$ cat config.mk
export PLATFORM = sky130hd
export DESIGN_NAME = physics_frame_scheduler_flat
export DESIGN_NICKNAME = d
export VERILOG_FILES = /design/src/rtl/physics_frame_scheduler_pkg.sv /design/src/rtl/physics_frame_scheduler_if.sv /design/src/rtl/physics_frame_scheduler_stale.sv /design/src/rtl/physics_frame_scheduler.sv /design/src/flat_wrapper.sv
export SDC_FILE = /design/constraint.sdc
export NUM_CORES = 1
export LEC_CHECK = 0
export CORE_MARGIN = 5
export CORE_UTILIZATION = 40
export CTS_CLUSTER_SIZE = 40
export DETAILED_ROUTE_END_ITERATION = 8
export MAX_ROUTING_LAYER = met4
export PLACE_DENSITY = 0.69
export SETUP_SLACK_MARGIN = 0.15
export SLEW_MARGIN = 20
export SYNTH_ARGS = -nofsm -noshare
export SYNTH_HDL_FRONTEND = slang
export SYNTH_SLANG_ARGS = --single-unit
$ cat constraint.sdc
create_clock -name aclk -period 2.1 [get_ports aclk]
set_clock_uncertainty 0.1 [all_clocks]
set_input_delay 0.63 -clock aclk [delete_from_list [all_inputs] [get_ports aclk]]
set_output_delay 0.63 -clock aclk [all_outputs]
set_load 0.03 [all_outputs]
$ cat src/rtl/physics_frame_scheduler_pkg.sv
// Shared types for the physics frame scheduler: FSM states, paddle position
// layout and field helpers reused by physics_core and the renderer.
package physics_frame_scheduler_pkg;

  localparam int POS_W     = 24;
  localparam int POS_X_LSB = 2 * POS_W;
  localparam int POS_Y_LSB = POS_W;
  localparam int POS_Z_LSB = 0;

  // Packed {X,Y,Z}, each a 16.8 fixed-point coordinate.
  typedef logic [3*POS_W-1:0] pos_t;

  typedef enum logic [1:0] {
    IDLE    = 2'd0,
    STEP    = 2'd1,
    PUBLISH = 2'd2
  } pfs_state_e;

  function automatic logic [POS_W-1:0] pos_x(input pos_t p);
    return p[POS_X_LSB +: POS_W];
  endfunction

  function automatic logic [POS_W-1:0] pos_y(input pos_t p);
    return p[POS_Y_LSB +: POS_W];
  endfunction

  function automatic logic [POS_W-1:0] pos_z(input pos_t p);
    return p[POS_Z_LSB +: POS_W];
  endfunction

endpackage

$ cat src/rtl/physics_frame_scheduler_if.sv
// Scheduler-facing bus: step/done handshake with physics_core and the
// valid/ready frame hand-off to the renderer.
interface physics_frame_scheduler_if;
  import physics_frame_scheduler_pkg::*;

  pos_t        pc_paddle_1_pos;
  pos_t        pc_paddle_2_pos;
  logic        pc_step;
  logic        pc_done;
  logic        gr_frame_valid;
  logic        gr_frame_ready;
  logic [15:0] gr_frame_id;

  modport master (
    output pc_paddle_1_pos, pc_paddle_2_pos, pc_step, gr_frame_valid, gr_frame_id,
    input  pc_done, gr_frame_ready
  );

  modport slave (
    input  pc_paddle_1_pos, pc_paddle_2_pos, pc_step, gr_frame_valid, gr_frame_id,
    output pc_done, gr_frame_ready
  );

endinterface

$ cat src/rtl/physics_frame_scheduler_stale.sv
// pfs_stale_tracker: counts frame ticks without a paddle sample and flags
// the feed stale once the saturating count reaches STALE_FRAMES.
module pfs_stale_tracker #(
  parameter int STALE_FRAMES = 8
) (
  input  logic aclk,
  input  logic areset,
  input  logic tick,
  input  logic valid,
  output logic stale
);

  localparam int CNT_W = $clog2(STALE_FRAMES + 1);
  localparam logic [CNT_W-1:0] CNT_MAX = CNT_W'(STALE_FRAMES);

  logic [CNT_W-1:0] cnt;
  logic             seen;

  // seen remembers a sample since the last tick; a sample coinciding with a
  // tick belongs to that tick's frame, so it does not carry forward.
  always_ff @(posedge aclk) begin
    if (areset) begin
      cnt  <= '0;
      seen <= 1'b0;
    end else if (valid) begin
      cnt  <= '0;
      seen <= ~tick;
    end else if (tick) begin
      seen <= 1'b0;
      if (!seen && (cnt != CNT_MAX)) cnt <= cnt + 1'b1;
    end
  end

  assign stale = (cnt == CNT_MAX);

endmodule

$ cat src/rtl/physics_frame_scheduler.sv
// Frame sequencer: snapshots paddles, steps physics_core once per frame and
// publishes the frame. Define PFS_OVERRUN_COUNT_EN to add overrun_count.
module physics_frame_scheduler
  import physics_frame_scheduler_pkg::*;
#(
  parameter int FRAME_CYCLES = 833333,
  parameter int STEP_TIMEOUT = 65535,
  parameter int STALE_FRAMES = 8
) (
  input  logic                       aclk,
  input  logic                       areset,
  input  logic                       enable,
  input  pos_t                       ip_paddle_1_pos,
  input  logic                       ip_paddle_1_valid,
  input  pos_t                       ip_paddle_2_pos,
  input  logic                       ip_paddle_2_valid,
  physics_frame_scheduler_if.master  bus,
  output logic                       stale_1,
  output logic                       stale_2,
  output logic                       step_error
`ifdef PFS_OVERRUN_COUNT_EN
  ,
  output logic [15:0]                overrun_count
`endif
);

  localparam int TICK_W = $clog2(FRAME_CYCLES);
  localparam int TO_W   = $clog2(STEP_TIMEOUT + 1);
  localparam logic [TICK_W-1:0] TICK_LAST = TICK_W'(FRAME_CYCLES - 1);
  localparam logic [TO_W-1:0]   TO_LIMIT  = TO_W'(STEP_TIMEOUT);

  pfs_state_e        state, state_nxt;
  logic [TICK_W-1:0] tick_cnt;
  logic [TO_W-1:0]   to_cnt;
  logic [TO_W-1:0]   to_cnt_inc;
  logic              tick;
  logic              step_start;
  logic              timeout_hit;
  logic              frame_accept;
  logic              tick_drop;

  pos_t        shadow_1, shadow_2;
  pos_t        snap_1, snap_2;
  logic        step_q;
  logic [15:0] frame_id;

  always_ff @(posedge aclk) begin
    if (areset || (tick_cnt == TICK_LAST)) tick_cnt <= '0;
    else                                   tick_cnt <= tick_cnt + 1'b1;
  end

  assign tick       = (tick_cnt == TICK_LAST) && enable;
  assign to_cnt_inc = to_cnt + 1'b1;

  always_ff @(posedge aclk) begin
    if (areset) state <= IDLE;
    else        state <= state_nxt;
  end

  // Ticks arriving outside IDLE are dropped rather than queued.
  always_comb begin
    state_nxt    = state;
    step_start   = 1'b0;
    timeout_hit  = 1'b0;
    frame_accept = 1'b0;
    tick_drop    = 1'b0;
    case (state)
      IDLE: begin
        if (tick) begin
          step_start = 1'b1;
          state_nxt  = STEP;
        end
      end
      STEP: begin
        tick_drop = tick;
        if (bus.pc_done) begin
          state_nxt = PUBLISH;
        end else if (to_cnt_inc == TO_LIMIT) begin
          timeout_hit = 1'b1;
          state_nxt   = IDLE;
        end
      end
      PUBLISH: begin
        tick_drop = tick;
        if (bus.gr_frame_ready) begin
          frame_accept = 1'b1;
          state_nxt    = IDLE;
        end
      end
      default: state_nxt = IDLE;
    endcase
  end

  always_ff @(posedge aclk) begin
    if (areset) begin
      shadow_1   <= '0;
      shadow_2   <= '0;
      snap_1     <= '0;
      snap_2     <= '0;
      step_q     <= 1'b0;
      to_cnt     <= '0;
      step_error <= 1'b0;
      frame_id   <= '0;
    end else begin
      step_q <= step_start;
      if (ip_paddle_1_valid) shadow_1 <= ip_paddle_1_pos;
      if (ip_paddle_2_valid) shadow_2 <= ip_paddle_2_pos;
      // A sample in the tick cycle itself bypasses the shadow register.
      if (step_start) begin
        snap_1 <= ip_paddle_1_valid ? ip_paddle_1_pos : shadow_1;
        snap_2 <= ip_paddle_2_valid ? ip_paddle_2_pos : shadow_2;
        to_cnt <= '0;
      end else if (state == STEP) begin
        to_cnt <= to_cnt_inc;
      end
      if (timeout_hit)  step_error <= 1'b1;
      if (frame_accept) frame_id   <= frame_id + 16'd1;
    end
  end

`ifdef PFS_OVERRUN_COUNT_EN
  always_ff @(posedge aclk) begin
    if (areset)                                 overrun_count <= '0;
    else if (tick_drop && (overrun_count != 16'hFFFF)) overrun_count <= overrun_count + 16'd1;
  end
`else
  logic unused_tick_drop;
  assign unused_tick_drop = tick_drop;
`endif

  assign bus.pc_paddle_1_pos = snap_1;
  assign bus.pc_paddle_2_pos = snap_2;
  assign bus.pc_step         = step_q;
  assign bus.gr_frame_valid  = (state == PUBLISH);
  assign bus.gr_frame_id     = frame_id;

  pfs_stale_tracker #(.STALE_FRAMES(STALE_FRAMES)) u_stale_1 (
    .aclk   (aclk),
    .areset (areset),
    .tick   (tick),
    .valid  (ip_paddle_1_valid),
    .stale  (stale_1)
  );

  pfs_stale_tracker #(.STALE_FRAMES(STALE_FRAMES)) u_stale_2 (
    .aclk   (aclk),
    .areset (areset),
    .tick   (tick),
    .valid  (ip_paddle_2_valid),
    .stale  (stale_2)
  );

endmodule

$ cat src/flat_wrapper.sv
// flat-port wrapper written by rule: the top's interface ports become plain ports
module physics_frame_scheduler_flat import physics_frame_scheduler_pkg::*;
#(
  parameter int FRAME_CYCLES = 833333,
  parameter int STEP_TIMEOUT = 65535,
  parameter int STALE_FRAMES = 8
)
  (aclk, areset, enable, ip_paddle_1_pos, ip_paddle_1_valid, ip_paddle_2_pos, ip_paddle_2_valid, stale_1, stale_2, step_error, bus_pc_paddle_1_pos, bus_pc_paddle_2_pos, bus_pc_step, bus_gr_frame_valid, bus_gr_frame_id, bus_pc_done, bus_gr_frame_ready);
  physics_frame_scheduler_if bus_i ();
  input  logic aclk;
  input  logic areset;
  input  logic enable;
  input  pos_t ip_paddle_1_pos;
  input  logic ip_paddle_1_valid;
  input  pos_t ip_paddle_2_pos;
  input  logic ip_paddle_2_valid;
  output logic stale_1;
  output logic stale_2;
  output logic step_error;
  output wire logic [$bits(bus_i.pc_paddle_1_pos)-1:0] bus_pc_paddle_1_pos;
  output wire logic [$bits(bus_i.pc_paddle_2_pos)-1:0] bus_pc_paddle_2_pos;
  output wire logic [$bits(bus_i.pc_step)-1:0] bus_pc_step;
  output wire logic [$bits(bus_i.gr_frame_valid)-1:0] bus_gr_frame_valid;
  output wire logic [$bits(bus_i.gr_frame_id)-1:0] bus_gr_frame_id;
  input wire logic [$bits(bus_i.pc_done)-1:0] bus_pc_done;
  input wire logic [$bits(bus_i.gr_frame_ready)-1:0] bus_gr_frame_ready;
  assign bus_pc_paddle_1_pos = bus_i.pc_paddle_1_pos;
  assign bus_pc_paddle_2_pos = bus_i.pc_paddle_2_pos;
  assign bus_pc_step = bus_i.pc_step;
  assign bus_gr_frame_valid = bus_i.gr_frame_valid;
  assign bus_gr_frame_id = bus_i.gr_frame_id;
  assign bus_i.pc_done = bus_pc_done;
  assign bus_i.gr_frame_ready = bus_gr_frame_ready;
  physics_frame_scheduler #(.FRAME_CYCLES(FRAME_CYCLES), .STEP_TIMEOUT(STEP_TIMEOUT), .STALE_FRAMES(STALE_FRAMES)) u_core (.aclk(aclk), .areset(areset), .enable(enable), .ip_paddle_1_pos(ip_paddle_1_pos), .ip_paddle_1_valid(ip_paddle_1_valid), .ip_paddle_2_pos(ip_paddle_2_pos), .ip_paddle_2_valid(ip_paddle_2_valid), .bus(bus_i), .stale_1(stale_1), .stale_2(stale_2), .step_error(step_error));
endmodule
==> results of run 1 <==
report_power, final:
group	internal, mW	total, mW	switching, mW
Sequential	6.89	6.93	0.0474
Clock	4.37	7.13	2.77
Combinational	0.480	0.910	0.430
metal layers:
layer / up-vias / part of all wire / track usage
met1: 5256 / 0.41 / 0.252
li1: 5482 / - / -
met4: 0 / 0.034 / 0.0607
met5: - / 0 / -
met2: 370 / 0.47 / 0.339
met3: 99 / 0.086 / 0.0615
critical path, stage by stage, from the launching register on:
cell	delay (ps)
dfxtp_2	320
or4_4	540
nor3_4	130
buf_6	140
nand4_1	170
buf_4	210
buf_12	150
buf_16	170
nand3_1	110
nand2_2	50
layout by cell type, fill, tap and decap left out, types with 8 or more instances in the layout:
cell	n
nand2_4	14
and3_1	11
clkbuf_16	43
xnor2_1	15
nor3_1	8
nand2_1	224
nand4_1	17
buf_16	10
nor2_1	199
xor2_1	39
buf_2	42
clkinv_2	9
mux2i_1	146
dfxtp_1	346
buf_6	26
dfxtp_2	8
nand3_2	38
clkdlybuf4s50_1	147
buf_4	51
clkdlybuf4s15_2	115
nand2_2	74
buf_12	27
nand3_1	124
final cells by class:
class / instances / area, um^2 / area share
sequential: 354 / 7100 / 0.359
multi-input combinational: 976 / 6040 / 0.306
timing repair buffer: 434 / 4730 / 0.239
clock buffer: 52 / 1120 / 0.0565
tap: 402 / 503 / 0.0254
clock inverter: 18 / 228 / 0.0115
inverter: 11 / 43.8 / 0.00222
antenna: 1 / 2.50 / 0.000127
what timing repair did:
item	CTS	global route
gates cloned	11	2
buffers inserted	33	7
pin swaps	27	56
endpoints found under the hold margin	0	0
resized for setup	612	213
setup endpoints to repair	327	220
worst min path at each step:
stage | cells past startpoint | startpoint | end | slack, ps
floorplan | 1 | u_core.tick_cnt[0]$_SDFF_PP0_ | u_core.tick_cnt[0]$_SDFF_PP0_ | 340
global placement | 2 | u_core.bus.pc_paddle_1_pos[34]$_SDFFE_PP0P_ | u_core.bus.pc_paddle_1_pos[34]$_SDFFE_PP0P_ | 340
detailed placement | 2 | u_core.bus.pc_paddle_2_pos[60]$_SDFFE_PP0P_ | u_core.bus.pc_paddle_2_pos[60]$_SDFFE_PP0P_ | 340
CTS | 2 | areset | u_core.u_stale_2.cnt[0]$_SDFFE_PP0P_ | 270
global route | 2 | areset | u_core.u_stale_1.cnt[3]$_SDFFE_PP0P_ | 290
finish | 2 | areset | u_core.u_stale_2.cnt[3]$_SDFFE_PP0P_ | 310
kinds of logic after synthesis:
group	Yosys count	synth area share
xor gates and xnor gates	55	0.0373
DFF	354	0.548
muxes	146	0.113
and+or+nand+nor	749	0.250
adders and majority gates	9	0.00871
AOI/OAI and AO/OA	17	0.00891
buffers and inverters	104	0.0338
flip-flops by register name, summed over array words and instances, names as in the netlist, 2 cells and up:
name,cells
u_core.to_cnt,16
u_core.bus.gr_frame_id,16
u_core.bus.pc_paddle_1_pos,72
u_core.shadow_1,72
u_core.bus.pc_paddle_2_pos,72
u_core.tick_cnt,20
u_core.shadow_2,72
u_core.state,2
u_core.u_stale_2.cnt,4
u_core.u_stale_1.cnt,4
==> results.sh, run 1 <==
export IMPL_clock_latency_ps=510
export IMPL_drt_total_wl_um=38900
export IMPL_rr_startpoint="u_core.tick_cnt[11]$_SDFF_PP0_"
export IMPL_ys_top_cells_by_area="dfxtp_1, mux2i_1, nand2_1"
export IMPL_cts_tree="yes"
export IMPL_synth_seq_cells=354
export IMPL_fp_coreArea_um2=31700
export IMPL_yosysMostFrequentCell="dfxtp_1"
export IMPL_power_mw=15.0
export IMPL_initial_core_util=0.407
export IMPL_start_kind="register"
export IMPL_cp_endpoint="u_core.bus.pc_paddle_2_pos[69]$_SDFFE_PP0P_"
export IMPL_die_area_um2=36000
export IMPL_criticalPathCategory="register to register"
export IMPL_place_congestion=0.825
export IMPL_fin_hold_ws_ps=312
export IMPL_synth_enable_flop_cells=0
export IMPL_fin_crit_sh=1.05
export IMPL_final_layout_size_suffix_gt1_frac=0.282
export IMPL_nFillCells=2548
export IMPL_synth_area_um2=12900
export IMPL_clock_path_buffers=3
export IMPL_yosys_warnings=0
export IMPL_ir_worst_vdd_uv=617
export IMPL_power_leakage_nw=8.82
export IMPL_fmax_ghz=0.453
export IMPL_grt_antenna_before_repair=1
export IMPL_hold_buffers=0
export IMPL_period_needed_ps=2210
export IMPL_rows=65
export IMPL_drtPass1Iterations=5
export IMPL_dpl_instance_area_um2=16900
export IMPL_clockRootBuffer="clkbuf_16"
export IMPL_syn_inst=1434
export IMPL_dp_slack_ps=-190
export IMPL_max_cap_viol_count=0
export IMPL_status="complete, but fails checks"
export IMPL_worstMarginPinSlew_ps=462
export IMPL_drc=0
export IMPL_cp_startpoint="u_core.tick_cnt[11]$_SDFF_PP0_"
export IMPL_synth_async_reset_ratio=0
export IMPL_synth_top_area_cell="dfxtp_1"
export IMPL_fin_area_um2=19800
export IMPL_endpoint_kind="register"
export IMPL_io_pins=316
export IMPL_placedCellCount=2124
export IMPL_die_h_um=190
export IMPL_drt_iter0_drc=449
export IMPL_setup_violations=152
export IMPL_grt_pass1_vias=11361
export IMPL_synth_cell_types=42
export IMPL_cts_sinks=354
export IMPL_layout_nets=1976
export IMPL_grt_overflow_total=0
export IMPL_ys_seq_area_frac=0.548
export IMPL_cp_arrival_ps=2520
export IMPL_grt_max_degree=73
export IMPL_ctsHtreeMaxLevel=2
export IMPL_synth_top_area_share=0.548
export IMPL_rsz0062_at_grt="true"
export IMPL_worstHoldPathType="input port to register"
export IMPL_cts_buffers=39
export IMPL_synth_common_cells="dfxtp_1, nand2_1, nor2_1"
export IMPL_wl_per_cell_um=17.3
export IMPL_die_w_um=190
export IMPL_critPathMaxFanout=19
export IMPL_ant_nets=0
export IMPL_final_util=0.623
export IMPL_instances_no_fill=2248
export IMPL_track_usage=0.208
export IMPL_final_max_slew_viol_count=0
export IMPL_violations="negative setup slack"
export IMPL_syn2layout_area_growth_pct=53.0
export IMPL_cts_reportedPaths_clkPinSlew_ps=60
export IMPL_synthFlopType="dfxtp_1"
export IMPL_port_buffers=315
export IMPL_syn_avg_cell_area_um2=9.01
export IMPL_rr_endpoint="u_core.bus.pc_paddle_2_pos[69]$_SDFFE_PP0P_"
export IMPL_reg2regPathDepth=9
export IMPL_layout_setup_ws_ps=-108
export IMPL_syn_nets=1594
export IMPL_required_ps=2410
export IMPL_finalSetupTns_ps=-8730
export IMPL_via_per_inst=4.99
export IMPL_timing_final_hold_violations=0
export IMPL_grt_first_pass_wirelength_um=59900
export IMPL_power_density_nw_per_um2=758
export IMPL_vias=11207
export IMPL_dp_final_hpwl_um=23800
export IMPL_max_slew_margin_rel=0.690
export IMPL_reg2reg_slack_ps=-110
No activity file was read; power rests on OpenSTA's default activity.
==> inputs of run 2 (changes only) <==
CELL_PAD_IN_SITES_DETAIL_PLACEMENT = 0   (was default)
CELL_PAD_IN_SITES_GLOBAL_PLACEMENT = 2   (was default)
CORE_ASPECT_RATIO = 0.5   (was default)
CORE_UTILIZATION = 29   (was 40)
PLACE_DENSITY = default   (was 0.69)
PLACE_DENSITY_LB_ADDON = 0.1   (was default)
clock period = 2.5 ns   (was 2.1 ns; I/O delays follow)
==> run 2 against run 1 <==
  * The flow now finishes without violations
  * Count of clock-buffer cells in the layout is 5 higher
  * Critical path depth shrank 5
  * Utilization is 21 points lower
  * Worst setup slack improved by 290 ps
  * Final cell count up 5.0%
  * Wire length increased by 0.69%
  * Final area fell by 8.9%
  * Register-to-register slack improved by 350 ps
  * Combinational power shrank 20%
  * Clock power is 26% lower
==> results.sh, run 2 (synthesized netlist as in run 1, its figures left out) <==
export IMPL_status="finished, final reports clean"
export IMPL_finalSetupTns_ps=0
export IMPL_port_buffers=315
export IMPL_final_layout_size_suffix_gt1_frac=0.0696
export IMPL_reg2regPathDepth=7
export IMPL_clock_path_buffers=3
export IMPL_die_area_um2=49100
export IMPL_die_h_um=159
export IMPL_rr_endpoint="u_core.bus.pc_paddle_1_pos[25]$_SDFFE_PP0P_"
export IMPL_dp_slack_ps=56.6
export IMPL_rows=54
export IMPL_rr_startpoint="u_core.tick_cnt[11]$_SDFF_PP0_"
export IMPL_worstMarginPinSlew_ps=444
export IMPL_fmax_ghz=0.431
export IMPL_power_density_nw_per_um2=658
export IMPL_criticalPathCategory="register to primary output"
export IMPL_drtPass1Iterations=4
export IMPL_final_common_cell="dfxtp_1"
export IMPL_holdPathStages=2
export IMPL_cpMaxStageDelayCell="dfxtp_2"
export IMPL_endpoint_kind="primary output"
export IMPL_place_congestion=0.751
export IMPL_die_w_um=309
export IMPL_rsz0062_at_grt="true"
export IMPL_start_kind="register"
export IMPL_nFillCells=4395
export IMPL_clockRootBuffer="clkbuf_16"
export IMPL_grt_first_pass_wirelength_um=60500
export IMPL_vias=10575
export IMPL_worstHoldPathType="register to register"
export IMPL_timing_final_hold_violations=0
export IMPL_top_layer_used="met4"
export IMPL_fp_coreArea_um2=43800
export IMPL_dpl_instance_area_um2=17000
export IMPL_cts_buffers=36
export IMPL_setup_violations=0
export IMPL_worstHoldStart="u_core.bus.pc_paddle_2_pos[4]$_SDFFE_PP0P_"
export IMPL_clock_latency_ps=530
export IMPL_max_cap_viol_count=0
export IMPL_dr_wl_met3_um=1920
export IMPL_layout_setup_ws_ps=179
export IMPL_grt_pass1_vias=10464
export IMPL_grt_overflow_total=0
export IMPL_via_per_inst=4.48
export IMPL_ctsHtreeMaxLevel=2
export IMPL_drt_iter0_drc=426
export IMPL_placedCellCount=2285
export IMPL_instances_no_fill=2360
export IMPL_hold_buffers=0
export IMPL_ant_nets=0
export IMPL_fin_hold_ws_ps=343
export IMPL_cp_arrival_ps=1470
export IMPL_fin_crit_sh=0.928
export IMPL_io_pins=316
export IMPL_syn2layout_area_growth_pct=39.3
export IMPL_ir_worst_vdd_uv=379
export IMPL_dp_final_hpwl_um=26700
export IMPL_grt_antenna_before_repair=6
export IMPL_power_leakage_nw=8.60
export IMPL_wl_met1_um=15900
export IMPL_grt_max_degree=73
export IMPL_final_max_slew_viol_count=0
export IMPL_required_ps=1650
export IMPL_cts_tree="yes"
export IMPL_wl_met2_um=20600
export IMPL_track_usage=0.158
export IMPL_fin_area_um2=18000
export IMPL_cts_sinks=354
export IMPL_cts_reportedPaths_clkPinSlew_ps=60
export IMPL_drt_total_wl_um=39200
export IMPL_critPathMaxStageDelay_ps=350
export IMPL_wl_per_cell_um=16.6
export IMPL_period_needed_ps=2320
export IMPL_critPathMaxFanout=3
export IMPL_final_cell_mix="dfxtp_1, nand2_1, nor2_1, nand3_1, dlygate4sd2_1"
export IMPL_drc=0
export IMPL_max_slew_margin_rel=0.703
export IMPL_hold_path_end="u_core.bus.pc_paddle_2_pos[4]$_SDFFE_PP0P_"
export IMPL_layout_nets=1901
export IMPL_initial_core_util=0.295
export IMPL_crit_chain="inv_2 > ha_1 > and3b_2 > buf_6"
export IMPL_reg2reg_slack_ps=240
==> run 2: cell count changes in the layout (fill, tap and decap cells not counted), moves of 38 or more <==
cell	change
clkdlybuf4s15_2	-115
nand3_1	+40
nand3_2	-38
dlygate4sd2_1	+162
nand2_1	+88
buf_2	-41
nand2_2	-74
==> run 2: critical path: cells and delay by family (launching register included) <==
| kind | cells | cell delay [ps] |
|---|---|---|
| fa+ha+maj | 1 | 180 |
| buf+inv | 2 | 190 |
| flops | 1 | 350 |
| simple gates | 1 | 220 |
==> run 2: worst max path at each step <==
stage | to | depth (start not counted) | from
floorplan | u_core.bus.pc_paddle_1_pos[70]$_SDFFE_PP0P_ | 7 | ip_paddle_1_valid
global placement | u_core.u_stale_1.cnt[3]$_SDFFE_PP0P_ | 6 | enable
detailed placement | u_core.u_stale_1.cnt[3]$_SDFFE_PP0P_ | 6 | enable
CTS | stale_2 | 4 | u_core.u_stale_2.cnt[0]$_SDFFE_PP0P_
global route | stale_2 | 4 | u_core.u_stale_2.cnt[0]$_SDFFE_PP0P_
finish | stale_2 | 4 | u_core.u_stale_2.cnt[0]$_SDFFE_PP0P_
==> run 2: layout make-up <==
| class | instances | area (um^2) | area share |
|---|---|---|---|
| flip-flops and latches | 354 | 7090 | 0.394 |
| multi-input cells | 976 | 5400 | 0.300 |
| repair buffers | 362 | 3570 | 0.198 |
| clock buffers | 57 | 1100 | 0.0612 |
| well taps | 588 | 736 | 0.0409 |
| inverters | 11 | 43.8 | 0.00243 |
| clock inverters | 6 | 37.5 | 0.00209 |
| diodes | 6 | 15.0 | 0.000834 |
==> run 2: per-layer routing <==
metal,GRT usage,up-vias
met5,-,-
met4,0.0374,0
met3,0.0379,53
met2,0.281,179
met1,0.180,5017
li1,-,5326
==> run 2: timing repair <==
item	4_1_cts	5_1_grt
resized for setup	179	11
buffers inserted	1	4
pin swaps	0	1
gates cloned	0	1
setup endpoints to repair	165	57
==> run 2: power breakdown <==
part           leakage, nW  internal [mW]  switching (mW)
clock network        0.564           3.02            2.26
logic                 5.15          0.394           0.336
registers             2.88           5.78          0.0394
total                 8.60           9.20            2.64
==> run 2: metrics by stage <==
stage / total power, mW / utilization
after floorplan: 6.30 / -
after global placement: 6.67 / 0.388
after detailed placement: 6.68 / 0.388
after CTS: 12.1 / 0.409
after global routing: 12.4 / 0.411
final: 11.8 / 0.411
==> inputs of run 3 (changes only) <==
CORE_UTILIZATION = 30   (was 29)
SYNTH_HIERARCHICAL = 1   (was default)
clock period = 2.2 ns   (was 2.5 ns; I/O delays follow)
==> run 3 against run 2 <==
  * Wire length up 1.8%
  * Synthesized cell count down 10%
  * Largest power group unchanged
  * Critical endpoint is now u_core/bus.pc_paddle_1_pos[27]$_SDFFE_PP0P_
  * Final cell count down 4.4%
  * Utilization up 4.5 points
  * Sequential share of layout area down 2.2 points
  * Via count down 4.1%
==> results.sh, run 3 <==
export IMPL_track_usage=0.162
export IMPL_critPathMaxFanout=7
export IMPL_via_per_inst=4.49
export IMPL_yosysMostFrequentCell="dfxtp_1"
export IMPL_fp_coreArea_um2=41800
export IMPL_io_pins=316
export IMPL_fin_crit_sh=0.980
export IMPL_cts_reportedPaths_clkPinSlew_ps=60
export IMPL_synth_common_cells="dfxtp_1, nor2_1, nand2_1"
export IMPL_drt_total_wl_um=39900
export IMPL_yosys_warnings=6
export IMPL_met3_usage=0.0318
export IMPL_worstHoldPathType="register to register"
export IMPL_cpMaxStageDelayCell="dfxtp_2"
export IMPL_grt_overflow_total=0
export IMPL_worstMarginPinSlew_ps=599
export IMPL_ir_worst_vdd_uv=439
export IMPL_drt_iter0_drc=474
export IMPL_cp_arrival_ps=2470
export IMPL_p_comb_frac=0.073
export IMPL_rsz0062_at_grt="true"
export IMPL_drtPass1Iterations=4
export IMPL_wl_per_cell_um=17.7
export IMPL_final_util=0.456
export IMPL_drc=0
export IMPL_clock_latency_ps=520
export IMPL_vias=10143
export IMPL_initial_core_util=0.302
export IMPL_port_buffers=315
export IMPL_endpoint_kind="register"
export IMPL_ant_nets=0
export IMPL_cts_buffers=35
export IMPL_busiest_layer="met2"
export IMPL_dp_final_hpwl_um=24800
export IMPL_layout_nets=1815
export IMPL_die_w_um=300
export IMPL_hold_buffers=0
export IMPL_grtUsageMet1=0.191
export IMPL_final_layout_size_suffix_gt1_frac=0.261
export IMPL_critPathBufInv=6
export IMPL_ctsHtreeMaxLevel=2
export IMPL_cts_sinks=354
export IMPL_criticalPathCategory="register to register"
export IMPL_synth_seq_cells=354
export IMPL_synth_area_um2=12600
export IMPL_setup_violations=0
export IMPL_dpl_instance_area_um2=16700
export IMPL_start_kind="register"
export IMPL_pwr_share_clk=0.456
export IMPL_ys_seq_area_frac=0.560
export IMPL_crit_family="buffers and inverters"
export IMPL_ys_top_cells_by_area="dfxtp_1, mux2i_1, nor2_1"
export IMPL_max_slew_margin_rel=0.601
export IMPL_die_h_um=155
export IMPL_die_area_um2=46600
export IMPL_sw_frac_of_total=0.220
export IMPL_grt_antenna_before_repair=2
export IMPL_power_density_nw_per_um2=736
export IMPL_grt_first_pass_wirelength_um=58200
export IMPL_critPathMaxStageDelay_ps=320
export IMPL_synth_cell_types=49
export IMPL_place_congestion=0.767
export IMPL_final_common_cell="dfxtp_1"
export IMPL_syn2layout_area_growth_pct=50.8
export IMPL_seqPwrFrac=0.471
export IMPL_syn_nets=1450
export IMPL_period_needed_ps=2160
export IMPL_clockRootBuffer="clkbuf_16"
export IMPL_grt_max_degree=91
export IMPL_synth_async_reset_ratio=0
export IMPL_synth_top_area_share=0.560
export IMPL_placedCellCount=2153
export IMPL_fin_area_um2=19100
export IMPL_final_cell_mix="dfxtp_1, nor2_1, clkdlybuf4s50_1, mux2i_1, nand2_1"
export IMPL_crit_chain="inv_2 > ha_4 > and4b_1 > nand4_1 > nor2_2 > buf_6 > a31oi_4 > buf_12 > buf_16 > buf_12 > buf_16 > nand2_4 > o21ai_2"
export IMPL_syn_inst=1290
export IMPL_internal_power_mw=10.9
export IMPL_final_max_slew_viol_count=0
export IMPL_status="finished, final reports clean"
export IMPL_power_switching_mw=3.09
export IMPL_max_cap_viol_count=0
export IMPL_rows=53
export IMPL_grt_pass1_vias=10139
export IMPL_instances_no_fill=2257
export IMPL_synth_top_area_cell="dfxtp_1"
export IMPL_fmax_ghz=0.464
export IMPL_cts_tree="yes"
export IMPL_clock_path_buffers=3
export IMPL_required_ps=2510
export IMPL_power_leakage_nw=7.93
export IMPL_synth_enable_flop_cells=0
export IMPL_met2_usage=0.283
export IMPL_syn_avg_cell_area_um2=9.80
export IMPL_timing_final_hold_violations=0
export IMPL_synthFlopType="dfxtp_1"
-- run 3: cell count changes after synthesis, moves of 6 or more --
cell      before  now
xor2_1        39   26
a21boi_0       0    6
o21ai_0        3  111
clkbuf_1      57   34
buf_4          7    0
or3_1          2   10
nand4_1       17   11
o21ai_1        0    9
nand2_1      312  164
o21ai_2        0   40
buf_6          0    7
nand3_1      164   28
-- run 3: power groups by stage --
| stage | combinational (mW) | sequential [mW] | clock, mW |
|---|---|---|---|
| 3_3_place_gp | 0.854 | 6.75 | 0 |
| 2_1_floorplan | 0.429 | 6.75 | 0 |
| 6_report | 1.03 | 6.61 | 6.39 |
| 4_1_cts | 0.993 | 6.61 | 6.63 |
| 3_5_place_dp | 0.870 | 6.76 | 0 |
| 5_1_grt | 1.11 | 6.62 | 6.92 |
-- run 3: layer usage --
metal / part of all wire / vias up
met5: 0 / -
met4: 0.027 / 0
met3: 0.038 / 65
met2: 0.50 / 161
met1: 0.43 / 4845
li1: - / 5072
-- run 3: final cells by class --
cell class | instances | area (um^2)
Fill cell | 4029 | 22800
Sequential cell | 354 | 7100
Clock inverter | 12 | 166
Clock buffer | 48 | 1060
Tap cell | 577 | 722
Multi-Input combinational cell | 847 | 5680
Timing Repair Buffer | 399 | 4260
Inverter | 18 | 72.6
Antenna cell | 2 | 5.00
-- run 3: worst paths after layout --
path	start	endpoint	slack (ps)	cells past startpoint
setup / recovery	u_core/tick_cnt[1]$_SDFF_PP0_	u_core/bus.pc_paddle_1_pos[27]$_SDFFE_PP0P_	40	13
hold / removal	u_core/bus.pc_paddle_2_pos[6]$_SDFFE_PP0P_	u_core/bus.pc_paddle_2_pos[6]$_SDFFE_PP0P_	350	2
setup reg to reg	u_core/tick_cnt[1]$_SDFF_PP0_	u_core/bus.pc_paddle_1_pos[27]$_SDFFE_PP0P_	40	13
hold reg to reg	u_core/bus.pc_paddle_2_pos[6]$_SDFFE_PP0P_	u_core/bus.pc_paddle_2_pos[6]$_SDFFE_PP0P_	350	2
-- run 3: cells by family after synthesis --
kind of cell,synth area share
AO/OA/AOI/OAI,0.0915
XOR/XNOR,0.0305
adder cells (fa/ha/maj),0.00890
buffers and inverters,0.0325
flip-flops,0.560
multiplexers,0.115
AND/OR/NAND/NOR,0.161
-- run 3: repair_timing --
| item | CTS | global route |
|---|---|---|
| setup endpoints to repair | 312 | 236 |
| pin swaps | 19 | 35 |
| cloned | 13 | 9 |
| gates resized for setup | 482 | 238 |
| setup buffers | 16 | 4 |
-- run 3: metrics by stage --
stage               setup WS, ps  power, mW  hold WS, ps  TNS [ps]
detailed placement          -168       7.63          340     -1060
global route               -45.6       14.7          360      -523
floorplan                    169       7.17          325         0
global placement            -125       7.61          333      -772
finish                      44.9       14.0          345         0
CTS                         25.4       14.2          346         0
-- run 3: worst min-delay path, delay by kind of cell (launching register included) --
kind            cells  cell delay [ps]
simple gates        1               50
flops               1              310
compound gates      1               50
